<file path="src/rtl/key_press_classifier.sv">
// Debounces the active-low KEY button and times each press in whole seconds.
// On release, emits a one-cycle CMD_VALID with STOP/LEFT/RIGHT and the hold time.
module key_press_classifier #(
   parameter int TICKS_PER_SEC   = 50_000_000,
   parameter int DEBOUNCE_CYCLES = 1_000_000,
   parameter int LEFT_MIN_S      = 1,
   parameter int RIGHT_MIN_S     = 4
) (
   input  logic       CLOCK_50Mhz,
   input  logic       RESET_N,
   input  logic       KEY,
   output logic       KEY_DOWN,
   output logic [1:0] CMD,
   output logic       CMD_VALID,
   output logic [3:0] PRESS_SEC
);

   localparam int DIV_W = (TICKS_PER_SEC > 1) ? $clog2(TICKS_PER_SEC) : 1;
   localparam int DEB_W = (DEBOUNCE_CYCLES > 1) ? $clog2(DEBOUNCE_CYCLES) : 1;

   localparam logic [DIV_W-1:0] DIV_MAX   = DIV_W'(TICKS_PER_SEC - 1);
   localparam logic [DEB_W-1:0] DEB_MAX   = DEB_W'(DEBOUNCE_CYCLES - 1);
   localparam logic [3:0]       LEFT_MIN  = 4'(LEFT_MIN_S);
   localparam logic [3:0]       RIGHT_MIN = 4'(RIGHT_MIN_S);
   localparam logic [3:0]       SEC_MAX   = 4'd15;

   localparam logic [1:0] CMD_STOP  = 2'b00;
   localparam logic [1:0] CMD_LEFT  = 2'b01;
   localparam logic [1:0] CMD_RIGHT = 2'b10;

   typedef enum logic [1:0] {
      S_IDLE,
      S_PRESSED,
      S_REPORT
   } state_t;

   state_t           state_q;
   logic             key_meta_q;
   logic             key_sync_q;
   logic             key_down_q;
   logic             key_down_d;
   logic [DEB_W-1:0] deb_cnt_q;
   logic [DEB_W-1:0] deb_cnt_d;
   logic [DIV_W-1:0] div_q;
   logic [DIV_W-1:0] div_d;
   logic [3:0]       sec_q;
   logic [3:0]       sec_d;
   logic [1:0]       cmd_q;
   logic [1:0]       cmd_d;
   logic             cmd_valid_q;
   logic [3:0]       press_sec_q;
   logic             key_pressed;
   logic             div_wrap;

   assign key_pressed = ~key_sync_q;

   // NOTE: every combinational output gets a default first so no path can infer a latch.
   always_comb begin
      deb_cnt_d  = '0;
      key_down_d = key_down_q;
      if (key_pressed != key_down_q) begin
         if (deb_cnt_q == DEB_MAX) begin
            key_down_d = ~key_down_q;
         end else begin
            deb_cnt_d = deb_cnt_q + 1'b1;
         end
      end
   end

   // Timing for the current PRESSED cycle, so the exit cycle is counted too.
   always_comb begin
      div_wrap = (div_q == DIV_MAX);
      div_d    = div_wrap ? '0 : div_q + 1'b1;
      sec_d    = (div_wrap && sec_q != SEC_MAX) ? sec_q + 4'd1 : sec_q;
      if (sec_d < LEFT_MIN) begin
         cmd_d = CMD_STOP;
      end else if (sec_d < RIGHT_MIN) begin
         cmd_d = CMD_LEFT;
      end else begin
         cmd_d = CMD_RIGHT;
      end
   end

   // NOTE: sequential state uses non-blocking assignments only, so every flop samples pre-edge values.
   always_ff @(posedge CLOCK_50Mhz) begin
      if (!RESET_N) begin
         state_q     <= S_IDLE;
         key_meta_q  <= 1'b1;
         key_sync_q  <= 1'b1;
         key_down_q  <= 1'b0;
         deb_cnt_q   <= '0;
         div_q       <= '0;
         sec_q       <= '0;
         cmd_q       <= CMD_STOP;
         cmd_valid_q <= 1'b0;
         press_sec_q <= '0;
      end else begin
         key_meta_q  <= KEY;
         key_sync_q  <= key_meta_q;
         key_down_q  <= key_down_d;
         deb_cnt_q   <= deb_cnt_d;
         cmd_valid_q <= 1'b0;
         case (state_q)
            S_IDLE: begin
               if (key_down_q) begin
                  state_q <= S_PRESSED;
                  div_q   <= '0;
                  sec_q   <= '0;
               end
            end
            S_PRESSED: begin
               div_q <= div_d;
               sec_q <= sec_d;
               if (!key_down_q) begin
                  state_q     <= S_REPORT;
                  cmd_valid_q <= 1'b1;
                  cmd_q       <= cmd_d;
                  press_sec_q <= sec_d;
               end
            end
            S_REPORT: begin
               state_q <= S_IDLE;
            end
            default: begin
               state_q <= S_IDLE;
            end
         endcase
      end
   end

   assign KEY_DOWN  = key_down_q;
   assign CMD       = cmd_q;
   assign CMD_VALID = cmd_valid_q;
   assign PRESS_SEC = press_sec_q;

endmodule

</file>
<file path="config.mk">
export PLATFORM = sky130hd
export DESIGN_NAME = key_press_classifier
export DESIGN_NICKNAME = d
export VERILOG_FILES = /design/src/rtl/key_press_classifier.sv
export SDC_FILE = /design/constraint.sdc
export NUM_CORES = 1
export LEC_CHECK = 0
export BUFFER_PORTS_ARGS = -buffer_cell sky130_fd_sc_hd__buf_2
export CAP_MARGIN = 0
export CORE_UTILIZATION = 35
export CTS_BUF_LIST = sky130_fd_sc_hd__clkbuf_4 sky130_fd_sc_hd__clkbuf_8
export CTS_CLUSTER_SIZE = 8
export DETAILED_ROUTE_END_ITERATION = 10
export SYNTH_ARGS = -nofsm -noshare
export SYNTH_HDL_FRONTEND = slang
export SYNTH_SLANG_ARGS = --single-unit
export TNS_END_PERCENT = 30
</file>
<file path="constraint.sdc">
create_clock -name CLOCK_50Mhz -period 2.44 [get_ports CLOCK_50Mhz]
set_clock_uncertainty 0.1 [all_clocks]
set_input_delay 0.244 -clock CLOCK_50Mhz [delete_from_list [all_inputs] [get_ports CLOCK_50Mhz]]
set_output_delay 0.244 -clock CLOCK_50Mhz [all_outputs]
set_load 0.1 [all_outputs]
</file>
==> flow_summary.toml, run 1 <==
[grt]
grt_pass1_wl_mm = 11.5
grt_max_degree = 27
antenna_found_initial = 0
grt_pass1_vias = 2506
overflow = 0
grt_usage = 0.149

[layout]
register_area_sq_um = 1240
drive_gt1_frac = 0.128
final_common_cell = "dfxtp_1"
area_growth_pct = 12.1
diodes = 0
multi_input_area_sq_um = 1750
mostFrequentLayoutCells = "dfxtp_1, nor2_1, nand2_1, nand3_1, o21ai_0"
nets = 385
fill_cells = 920

[flow_run]
max-cap-violations = 0

[detailed_routing]
drt_iter0_markers = 148
vias = 2654
final_antenna_net_count = 0
dr.pass1.iters = 4
wl_mm = 6.56
avgRoutedWirePerCell_um = 13.4
drc = 0
drt-vias-per-instance = 5.41

[timing]
holdWs_ns = 0.142
rsz0062_at_grt = "no"
fin_crit_sh = 0.922
relSlewSlack = 0.571
hold_violations = 0
fin_crit_ns = 2.25
fmaxAchievable_mhz = 445
setup-tns-final_ns = 0
setup_viol = 0
worst_slew_pin_slew_ns = 0.637
setup_slack_ns = 0.191
drv_slew = 0

[setup_path]
cp_cell_sequence = "ha_1 -> and4_1 -> nand2_4 -> nor4_4 -> nor3b_1 -> o41ai_2"
endpoint_kind = "register"
worstPathRequired_ns = 2.55
slowest_stage = "nor4_4"
startpoint_type = "register"
crit_arrival_ns = 2.36
cp_slowest_stage_delay_ns = 0.53
crit_type = "register to register"
worstPathMaxFanout = 8

[clocking]
cts_tree = "built"
clk_latency_ns = 0.33
cts_made_buffers = 9
h-tree-depth = 3
clkTransAtPathRegs_ns = 0.07
clock_sinks = 62
cts_max_path_buffers = 2
root_buffer = "clkbuf_8"
post_cts.repair.setup_buffers = 0

[yosys]
ys_seq_area_frac = 0.396
synth_cell_type_count = 55
ys_seq_elements = 62
async_flop_share = 0
synthesis.area_sq_um = 3130
synth_edf_count = 0
avgSynthCellArea_sq_um = 8.66
synth_ff_type = "dfxtp_1"
yosys_warnings = 0
synth.net_count = 368
syn_inst = 362

[die]
io-pin-count = 11
die-area_sq_um = 9340
core_area_sq_um = 8680
die_width_um = 96.6
die_h_um = 96.6
std_cell_rows = 34
floorplan.initialDensity = 0.361

[worst_hold_path]
holdCritPathClass = "primary input to register"

[power]
max-vdd-ir-drop_v = 0.000330
powerDensity_nw_per_um2 = 554
leakage_uw = 0.00124

[placed_design]
portBuffers = 10
gp_congestion = 0.848
pre_cts_ws_ns = 0.173
dpl.hpwl_mm = 4.40

[run_status]
status = "finished, final reports clean"
## stage by stage
step	std cells	util	power [uW]	area, sq um
6_report	491	0.405	1950	3510
5_1_grt	491	0.405	2030	3510
4_1_cts	491	0.404	1980	3500
3_5_place_dp	475	0.380	1070	3300
3_3_place_gp	475	0.380	1070	3300
2_1_floorplan	362	-	1060	3130
## sequential cells by signal, summed over array words and instances, names as in the netlist
register / count
deb_cnt_q: 20
sec_q: 4
PRESS_SEC: 4
state_q: 2
CMD_VALID: 1
key_sync_q: 1
CMD: 2
KEY_DOWN: 1
key_meta_q: 1
div_q: 26
## cells in the mapped netlist (7+ instances only)
master	instances	area, sq um
a21oi_1	16	80.1
clkbuf_1	8	30.0
inv_1	16	60.1
nor2_1	33	124
nand2b_1	7	43.8
xnor2_1	9	78.8
a31oi_1	9	56.3
nand4_1	17	106
nor3_1	8	40.0
o21ai_0	18	90.1
dfxtp_1	62	1240
and4_1	9	78.8
nand2_1	30	113
nor4_1	7	43.8
nand3_1	22	110
xor2_1	12	105
## worst paths after layout
| kind | cells past startpoint | startpoint | slack, ns | to |
|---|---|---|---|---|
| worst max register to register | 6 | div_q[0] | 0.19 | CMD[0] |
| worst max-delay path | 6 | div_q[0] | 0.19 | CMD[0] |
| worst min-delay path | 2 | RESET_N | 0.14 | div_q[6] |
| worst min register to register | 1 | key_meta_q | 0.32 | key_sync_q |
## per-layer routing
metal | part of all wire | global-route usage
met1 | 0.50 | 0.189
met3 | 0.035 | 0.0462
met4 | 0.0088 | 0.0540
met2 | 0.46 | 0.239
met5 | 0 | 0
## worst max-delay path: cells and delay by family, from the launching register on
family / cells / cell delay (ns)
flops: 1 / 0.40
fa+ha+maj: 1 / 0.24
compound gates: 1 / 0.10
simple gates: 4 / 1.29
## where the power goes
part	switching, uW	internal [uW]	leakage (uW)
Clock	395	502	0.0000986
Combinational	20.3	11.2	0.000639
Sequential	4.27	1020	0.000500
## final cells by class
type / instances / share of cell area
Clock inverter: 4 / 0.0135
Timing Repair Buffer: 21 / 0.0384
Multi-Input combinational cell: 269 / 0.498
Clock buffer: 11 / 0.0413
Inverter: 16 / 0.0171
Tap cell: 108 / 0.0384
Sequential cell: 62 / 0.353
## timing repair
item                       CTS  global route
hold endpoints to repair     1             0
hold buffers                 1             0
gates resized for setup      0             1
setup endpoints to repair    0             2
## logic make-up (layout without fill, tap and decap cells)
family | after synthesis | count (layout) | share of synthesized area
AND/OR/NAND/NOR | 170 | 170 | 0.319
AO/OA/AOI/OAI | 72 | 72 | 0.156
flip-flops | 62 | 62 | 0.396
buffers and inverters | 31 | 52 | 0.0487
XOR/XNOR | 21 | 21 | 0.0587
adder cells (fa/ha/maj) | 3 | 3 | 0.0120
multiplexers | 3 | 3 | 0.00958
Note: power is estimated with default switching activity, not from simulation.
==> run 2, diff against run 1 <==
- MAX_ROUTING_LAYER: default -> met4
- RECOVER_POWER: default -> 50
==> flow_summary.toml, run 2 (synthesis results as in run 1) <==
[run_status]
status = "finished, final reports clean"

[timing]
rsz0062_at_grt = "no"
drv_slew = 0
setup-tns-final_ns = 0
setup_viol = 0
worst_slew_pin_slew_ns = 1.17
fmaxAchievable_mhz = 448
hold_violations = 0
fin_crit_ns = 2.23
relSlewSlack = 0.220
holdWs_ns = 0.206
fin_crit_sh = 0.914

[power]
total_power_uw = 1950
leakage_uw = 0.00117
max-vdd-ir-drop_v = 0.000332
powerDensity_nw_per_um2 = 559

[layout]
fin_cells = 491
largest_reg_flops = 26
top_regs = "div_q (26), deb_cnt_q (20)"
mostFrequentLayoutCells = "dfxtp_1, nor2_1, nand2_1, nand3_1, o21ai_0"
nets = 385
largest-register = "div_q"
area_growth_pct = 11.1
fin_util = 0.401
diodes = 0
fill_cells = 924
drive_gt1_frac = 0.0966
final_common_cell = "dfxtp_1"

[clocking]
root_buffer = "clkbuf_8"
cts_made_buffers = 9
clock_sinks = 62
post_cts.repair.setup_buffers = 0
clkTransAtPathRegs_ns = 0.07
cts_tree = "built"
clk_latency_ns = 0.33
h-tree-depth = 3
cts_max_path_buffers = 2

[setup_path]
worstReg2RegStart = "div_q[0]"
ff2ff_path_depth = 6
slowest_stage = "nor4_4"
cp_cell_sequence = "ha_1 -> and4_1 -> nand2_4 -> nor4_4 -> nor3b_1 -> o41ai_2"
worstPathMaxFanout = 8
startpoint_type = "register"
crit_arrival_ns = 2.35
crit_type = "register to register"
cp_slowest_stage_delay_ns = 0.53
endpoint_kind = "register"
worstPathRequired_ns = 2.56
crit_start = "div_q[0]"

[die]
floorplan.initialDensity = 0.361
die-area_sq_um = 9340
die_h_um = 96.6
std_cell_rows = 34
io-pin-count = 11
core_area_sq_um = 8680
die_width_um = 96.6

[detailed_routing]
dr.pass1.iters = 4
drt-vias-per-instance = 5.38
final_antenna_net_count = 0
avgRoutedWirePerCell_um = 13.2
drc = 0
vias = 2641
drt_iter0_markers = 122
wl_mm = 6.49

[placed_design]
dp.cells = 475
gp_congestion = 0.861
dpl.hpwl_mm = 4.40
portBuffers = 10

[grt]
grt_max_degree = 27
grt_usage = 0.154
overflow = 0
antenna_found_initial = 0
grt_pass1_vias = 2507
grt_pass1_wl_mm = 11.5

[flow_run]
max-cap-violations = 0

[worst_hold_path]
holdCritPathClass = "primary input to register"
holdPathStages = 2
worstHoldStart = "RESET_N"
run 2: final timing paths:
check          endpoint  slack [ns]
max              CMD[0]        0.21
max reg2reg      CMD[0]        0.21
min reg2reg  key_sync_q        0.33
min            div_q[6]        0.21
run 2: cell type report:
cell class              count  area (sq um)  share of cell area
multi-input cells         269          1740               0.500
well taps                 108           135              0.0388
clock buffers              11           145              0.0417
inverters                  16          60.1              0.0173
clock inverters             4          47.5              0.0137
repair buffers             21           110              0.0316
flip-flops and latches     62          1240               0.357
run 2: timing repair:
item / in CTS / in global routing
setup endpoints to repair: 0 / 2
hold buffers: 1 / 0
resized for setup: 0 / 1
endpoints found under the hold margin: 1 / 0
run 2: power by group:
group	switching, uW	leakage [uW]	internal (uW)	total [uW]
sequential	4.21	0.000500	1020	1020
clock	394	0.0000986	502	896
combinational	19.8	0.000571	10.0	29.8
run 2: metrics by stage:
step | worst slack [ns] | cell area [sq um]
final | 0.209 | 3480
after global placement | 0.213 | 3300
after floorplan | 0.195 | 3130
after global routing | 0.0187 | 3480
after detailed placement | 0.173 | 3300
after CTS | 0.163 | 3500
run 2: routing by layer:
layer | global-route usage | vias to the layer above | routed length, um | share of wire
met5 | - | - | 0 | 0
met1 | 0.189 | 1252 | 3200 | 0.49
met2 | 0.239 | 35 | 3010 | 0.46
met4 | 0.0574 | 0 | 58 | 0.0089
li1 | - | 1349 | - | -
met3 | 0.0441 | 5 | 223 | 0.034
run 2: critical path, delay by kind of cell, from the launching register on:
family	cells	cell delay [ns]
compound gates	1	0.10
simple gates	4	1.28
flops	1	0.40
fa+ha+maj	1	0.24
